**config.mk**
```make
export PLATFORM = sky130hd
export DESIGN_NAME = vend_session_arbiter
export DESIGN_NICKNAME = d
export VERILOG_FILES = /design/src/rtl/vend_session_arbiter.sv
export SDC_FILE = /design/constraint.sdc
export NUM_CORES = 1
export LEC_CHECK = 0
export CELL_PAD_IN_SITES_DETAIL_PLACEMENT = 1
export CELL_PAD_IN_SITES_GLOBAL_PLACEMENT = 1
export CORE_MARGIN = 4
export CORE_UTILIZATION = 43
export DETAILED_ROUTE_END_ITERATION = 10
export GPL_ROUTABILITY_DRIVEN = 0
export PLACE_DENSITY_LB_ADDON = 0.05
export SYNTH_ARGS = -nofsm -noshare
export SYNTH_HDL_FRONTEND = slang
export SYNTH_SLANG_ARGS = --single-unit
```
**constraint.sdc**
```tcl
create_clock -name clk -period 5.05 [get_ports clk]
set_input_delay 0.7575 -clock clk [delete_from_list [all_inputs] [get_ports clk]]
set_output_delay 0.7575 -clock clk [all_outputs]
set_load 0.01 [all_outputs]
```
**src/rtl/vend_session_arbiter.sv**
```systemverilog
// Shares one soda-vending datapath between two coin panels: one owner per session,
// nickel-unit credit, one-cycle vend/refund pulse, coin bounce for the non-owner.
module vend_session_arbiter #(
   parameter int PRICE   = 4,
   parameter int TIMEOUT = 16,
   parameter int TW      = 5
) (
   input  logic       clk,
   input  logic       rst,
   input  logic [1:0] nickle,
   input  logic [1:0] dime,
   input  logic [1:0] quarter,
   input  logic [1:0] cancel,
   output logic [1:0] grant,
   output logic       soda,
   output logic [2:0] change,
   output logic       served,
   output logic [1:0] reject,
   output logic       busy,
   output logic [1:0] dbg_state
);

   // Coin/cancel inputs and soda/change/reject outputs are single-cycle pulses with no
   // back-pressure: a pulse is consumed on the clock edge that samples it, outputs appear
   // one cycle later and are never held.
   typedef enum logic [1:0] {IDLE = 2'd0, SESSION = 2'd1, DISPENSE = 2'd2} state_t;

   localparam logic [3:0]    PRICE4 = 4'(PRICE);
   localparam logic [TW-1:0] TLAST  = TW'(TIMEOUT - 1);

   state_t        state, state_n;
   logic          owner, owner_n;
   logic [3:0]    credit, credit_n;
   logic [TW-1:0] timer, timer_n;
   logic          soda_n, served_n, busy_n;
   logic [2:0]    change_n;
   logic [1:0]    reject_n, grant_n;

   logic [1:0] coin_any, coin_ok;
   logic [3:0] val0, val1, own_val, sum;
   logic       pick;

   function automatic logic [3:0] coin_value(input logic n, input logic d, input logic q);
      return q ? 4'd5 : (d ? 4'd2 : (n ? 4'd1 : 4'd0));
   endfunction

   assign coin_any  = nickle | dime | quarter;
   assign coin_ok   = {$onehot({nickle[1], dime[1], quarter[1]}),
                       $onehot({nickle[0], dime[0], quarter[0]})};
   assign val0      = coin_value(nickle[0], dime[0], quarter[0]);
   assign val1      = coin_value(nickle[1], dime[1], quarter[1]);
   assign own_val   = owner ? val1 : val0;
   assign dbg_state = state;

   always_comb begin
      state_n  = state;
      owner_n  = owner;
      credit_n = credit;
      timer_n  = timer;
      soda_n   = 1'b0;
      change_n = 3'd0;
      served_n = served;
      reject_n = 2'b00;
      pick     = 1'b0;
      sum      = 4'd0;
      case (state)
         IDLE: begin
            credit_n = 4'd0;
            timer_n  = '0;
            reject_n = coin_any & ~coin_ok;
            if (coin_ok != 2'b00) begin
               // On a tie the panel that was not served last gets the machine.
               if (coin_ok == 2'b11) begin
                  pick             = ~served;
                  reject_n[served] = 1'b1;
               end else begin
                  pick = coin_ok[1];
               end
               owner_n = pick;
               sum     = pick ? val1 : val0;
               if (sum >= PRICE4) begin
                  state_n  = DISPENSE;
                  soda_n   = 1'b1;
                  change_n = 3'(sum - PRICE4);
                  served_n = pick;
               end else begin
                  state_n  = SESSION;
                  credit_n = sum;
               end
            end
         end
         SESSION: begin
            reject_n[~owner] = coin_any[~owner];
            reject_n[owner]  = coin_any[owner] & ~coin_ok[owner];
            sum = credit + (coin_ok[owner] ? own_val : 4'd0);
            // Coin is folded in before cancel is looked at, so a reaching coin vends.
            if (coin_ok[owner] && (sum >= PRICE4)) begin
               state_n  = DISPENSE;
               soda_n   = 1'b1;
               change_n = 3'(sum - PRICE4);
            end else if (cancel[owner]) begin
               state_n  = DISPENSE;
               change_n = sum[2:0];
            end else if (coin_ok[owner]) begin
               credit_n = sum;
               timer_n  = '0;
            end else if (timer == TLAST) begin
               state_n  = DISPENSE;
               change_n = credit[2:0];
            end else begin
               timer_n = timer + 1'b1;
            end
            if (state_n == DISPENSE) begin
               served_n = owner;
               credit_n = 4'd0;
               timer_n  = '0;
            end
         end
         DISPENSE: begin
            reject_n = coin_any;
            state_n  = IDLE;
         end
         default: state_n = IDLE;
      endcase
      busy_n  = (state_n != IDLE);
      grant_n = busy_n ? (owner_n ? 2'b10 : 2'b01) : 2'b00;
   end

   always_ff @(posedge clk) begin
      if (rst) begin
         state  <= IDLE;
         owner  <= 1'b0;
         credit <= 4'd0;
         timer  <= '0;
         grant  <= 2'b00;
         soda   <= 1'b0;
         change <= 3'd0;
         served <= 1'b1;
         reject <= 2'b00;
         busy   <= 1'b0;
      end else begin
         state  <= state_n;
         owner  <= owner_n;
         credit <= credit_n;
         timer  <= timer_n;
         grant  <= grant_n;
         soda   <= soda_n;
         change <= change_n;
         served <= served_n;
         reject <= reject_n;
         busy   <= busy_n;
      end
   end

endmodule

```
==> impl_summary.txt <==
----------------------------------------------------
[CTS]
  Max H-tree Level ... 1
  Number of resized instances in the post-cts repair step ... 0
  Post-CTS Setup Inserts ... 0
  Maximum clock path buffer count ... 2
  Clock-pin slew on the worst setup and hold paths ... 130 ps
  CTS tree ... done
  Clock Root Buffer ... sky130_fd_sc_hd__clkbuf_4
  Clock sink count ... 22
  Hold buffer count at CTS ... 0
  Num CTS Buffers ... 3
  Clk Latency, worst-skew pair ... 320 ps

[Route]
  Total wirelength of the detailed-routed design ... 4105 um
  Drc violations ... 0
  Overall via count from detail_route ... 1360
  DRC marker count from the first detailed-route iteration ... 106
  Vias per cell ... 5.787
  Number of detailed-routing iterations run before antenna repair ... 4
  Average wire per standard cell ... 17.47 um
  Number of antenna-violating nets in the routed design ... 0

[Synth]
  Post-synthesis cell type with the largest combined area ... sky130_fd_sc_hd__dfxtp_1
  Register area share after synthesis ... 30.56%
  Ranking of synthesized cells by area ... sky130_fd_sc_hd__dfxtp_1 (31%), sky130_fd_sc_hd__a21oi_1 (4.9%), sky130_fd_sc_hd__nor2_1 (4.4%)
  Fraction of registers with async set or reset after synthesis ... 0%
  Top cells by count, synth ... sky130_fd_sc_hd__dfxtp_1 (22), sky130_fd_sc_hd__nor2_1 (17), sky130_fd_sc_hd__a21oi_1 (14)
  Summed instance area of the synthesized netlist ... 1441 um2
  Number of flip-flops and latches in the synthesized netlist ... 22
  Net Count, Synth ... 190
  Most used standard cell by instance count after synthesis ... sky130_fd_sc_hd__dfxtp_1
  Unique cell type count in the Yosys netlist ... 48
  Mapped Avg Cell Area ... 8.380 um2
  Synth Warn # ... 0
  Synthesized instance count ... 172
  Number of enable-type register cells in the synthesized netlist ... 0
  Area fraction of the dominant cell type after synthesis ... 30.56%
  Top flip-flop cell by instance count after synthesis ... sky130_fd_sc_hd__dfxtp_1

[Global routing]
  Peak-usage layer in the global routing report ... met2
  GR Layer Usage met1 ... 24.90%
  Total routing usage reported by global routing ... 20.89%
  M3 GR Usage ... 3.061%
  Number of global-route vias before repair ... 1464
  Initial antenna violation count ... 0
  M2 GR Usage ... 38.17%
  Maximum number of pins on one net before global-route repair ... 17
  Overall overflow remaining after global route ... 0
  First-pass GRT wire length ... 6975 um

[Critical path]
  Worst setup path category ... in -> reg
  Data arrival time at the worst-slack endpoint ... 4420 ps
  CP endpoint kind ... register
  Critical path's top delay family ... adder cells
  Data required time at the worst endpoint ... 5310 ps
  Cell repeated most along the worst path ... sky130_fd_sc_hd__fa_1
  Highest cell delay on the worst timing path ... 620 ps
  Critical-path cell list ... clkdlybuf4s50_1, fa_1, nor3b_4, o21ai_0, a22oi_1, ha_1, inv_1, fa_1, xnor2_1, a211oi_1, o211ai_1, or2_1, a31oi_1
  Standard cell with the maximum stage delay on the critical path ... sky130_fd_sc_hd__fa_1
  Combined buffer and inverter count along the critical path ... 2
  Startpoint of the worst-slack reg-to-reg timing path ... owner$_SDFF_PP0_
  Startpoint of the most critical setup path ... quarter[0]
  Largest fanout of any net on the critical path ... 7
  Critical path startpoint category ... input pin

[Placed design]
  Worst slack, placed ... 598.8 ps
  Count of buffers inserted at the top-level ports ... 21
  DPL Wire Length ... 3209 um
  Instance area at placement ... 1669 um2

[Layout]
  Area growth syn-to-layout ... 19.44%
  Count of filler cells inserted in the layout ... 383
  Fraction of final layout cells with drive strength greater than 1 ... 6.806%
  Diodes inserted ... 0
  Summed area of non-filler cells in the final layout ... 1722 um2
  Final nets ... 210

[Power]
  Maximum VDD drop ... 0.0001487 V
  Pwr per Cell Area ... 292.4 nW/um2
  Leakage Power ... 0.6249 nW

[Hold path]
  Launch point of the worst hold path ... credit[2]$_SDFFE_PP0P_
  Class of the most critical hold timing path ... reg -> reg

[Floorplanning]
  Core Box Area ... 3128 um2
  Count of pins on the block boundary ... 22
  Initial Util ... 46.08%
  Die Wd ... 65.90 um
  Die Outline Area ... 4342 um2
  Standard-cell rows ... 20
  Die boundary height ... 65.90 um

[Timing]
  Final Max Slew Viols ... 0
  Transition time of the tightest slew-check pin ... 681.9 ps
  Upper clock frequency limit ... 240.0 MHz
  RSZ-0062 raised after global routing ... no
  Number of setup violations in the final report ... 0
  Final worst-path setup slack ... 884.1 ps
  Post-route fraction of the period consumed by the critical path ... 82.49%
  Time the worst path needs with I/O delays and setup ... 4166 ps
  Worst Clk Skew ... 4.390 ps
  Final-report hold violation count ... 0
  Post-route setup TNS ... 0 ps
  Headroom to the max-slew limit ... 54.40%

[Flow run]
  Number of maximum-capacitance constraint violations ... 0

[Run status]
  Outcome ... finished clean

----------------------------------------------------
-- logic make-up after synthesis --
family / count (synthesis) / share of synthesized area (%)
simple gates: 72 / 28.65
flops: 22 / 30.56
compound gates: 47 / 22.40
xor+xnor: 1 / 0.6077
mux: 5 / 3.819
buf+inv: 17 / 5.468
fa+ha+maj: 8 / 8.507
-- area by class of cell --
cell class,count,area (um2),area share [%]
Multi-Input combinational cell,133,922.1,53.56
Inverter,11,41.29,2.398
Clock inverter,1,30.03,1.744
Timing Repair Buffer,21,210.2,12.21
Sequential cell,22,440.4,25.58
Clock buffer,3,22.52,1.308
Tap cell,44,55.05,3.198
-- sequential cells by signal (all words and copies together), names as in the netlist --
register   count
busy           1
change         3
credit         4
dbg_state      2
grant          2
owner          1
reject         2
served         1
soda           1
timer          5
-- path summary, 6_finish.rpt --
path | slack, ps | depth (start not counted) | to
worst max-delay path | 880 | 13 | credit[0]$_SDFFE_PP0P_
worst min register to register | 510 | 1 | credit[2]$_SDFFE_PP0P_
worst max register to register | 1960 | 11 | credit[0]$_SDFFE_PP0P_
worst min-delay path | 510 | 1 | credit[2]$_SDFFE_PP0P_
-- layer usage --
metal	vias up	part of all wire, %
met2	37	50
li1	665	-
met4	0	1.8
met3	8	3.3
met5	-	0
met1	650	45
-- where the power goes --
part	internal, W	switching, W
combinational	0.0000711	0.0000857
sequential	0.000189	0.0000190
clock	0.0000802	0.0000588
total	0.000340	0.000164
-- placed cells by master, fill, tap and decap left out, drive strengths merged, types with 2 or more instances in the layout --
| cell | instances |
|---|---|
| dfxtp | 22 |
| clkdlybuf4s50 | 21 |
| nor2 | 17 |
| a21oi | 14 |
| inv | 11 |
| o21ai | 10 |
| nand2 | 9 |
| nor3 | 9 |
| nand3 | 7 |
| nor2b | 6 |
| nand2b | 5 |
| a31oi | 5 |
| ha | 5 |
| mux2i | 4 |
| nand3b | 3 |
| fa | 3 |
| clkbuf | 3 |
| a22oi | 2 |
| and3 | 2 |
| and2 | 2 |
| a211oi | 2 |
| o211ai | 2 |
| nor3b | 2 |
| and3b | 2 |
| nor4 | 2 |
| or2 | 2 |
| a311oi | 2 |
-- stage by stage --
step | util (%) | power [W] | instances | hold slack (ps)
2_1_floorplan | - | 0.0003062 | 172 | 459.1
3_3_place_gp | 53.36 | 0.0003609 | 231 | 478.7
3_5_place_dp | 53.36 | 0.0003669 | 231 | 496.2
4_1_cts | 55.04 | 0.0005071 | 235 | 514.3
5_1_grt | 55.04 | 0.0005373 | 235 | 543.1
6_report | 55.04 | 0.0005034 | 235 | 511.4
-- worst reg2reg max path, delay by kind of cell, from the launching register on --
family                     cells  cell delay (ps)
AOI/OAI and AO/OA              5             1070
xor gates and xnor gates       1              210
adders and majority gates      2              590
buffers and inverters          1               50
DFF                            1              480
and+or+nand+nor                2              620
Note: power is estimated with default switching activity, not from simulation.
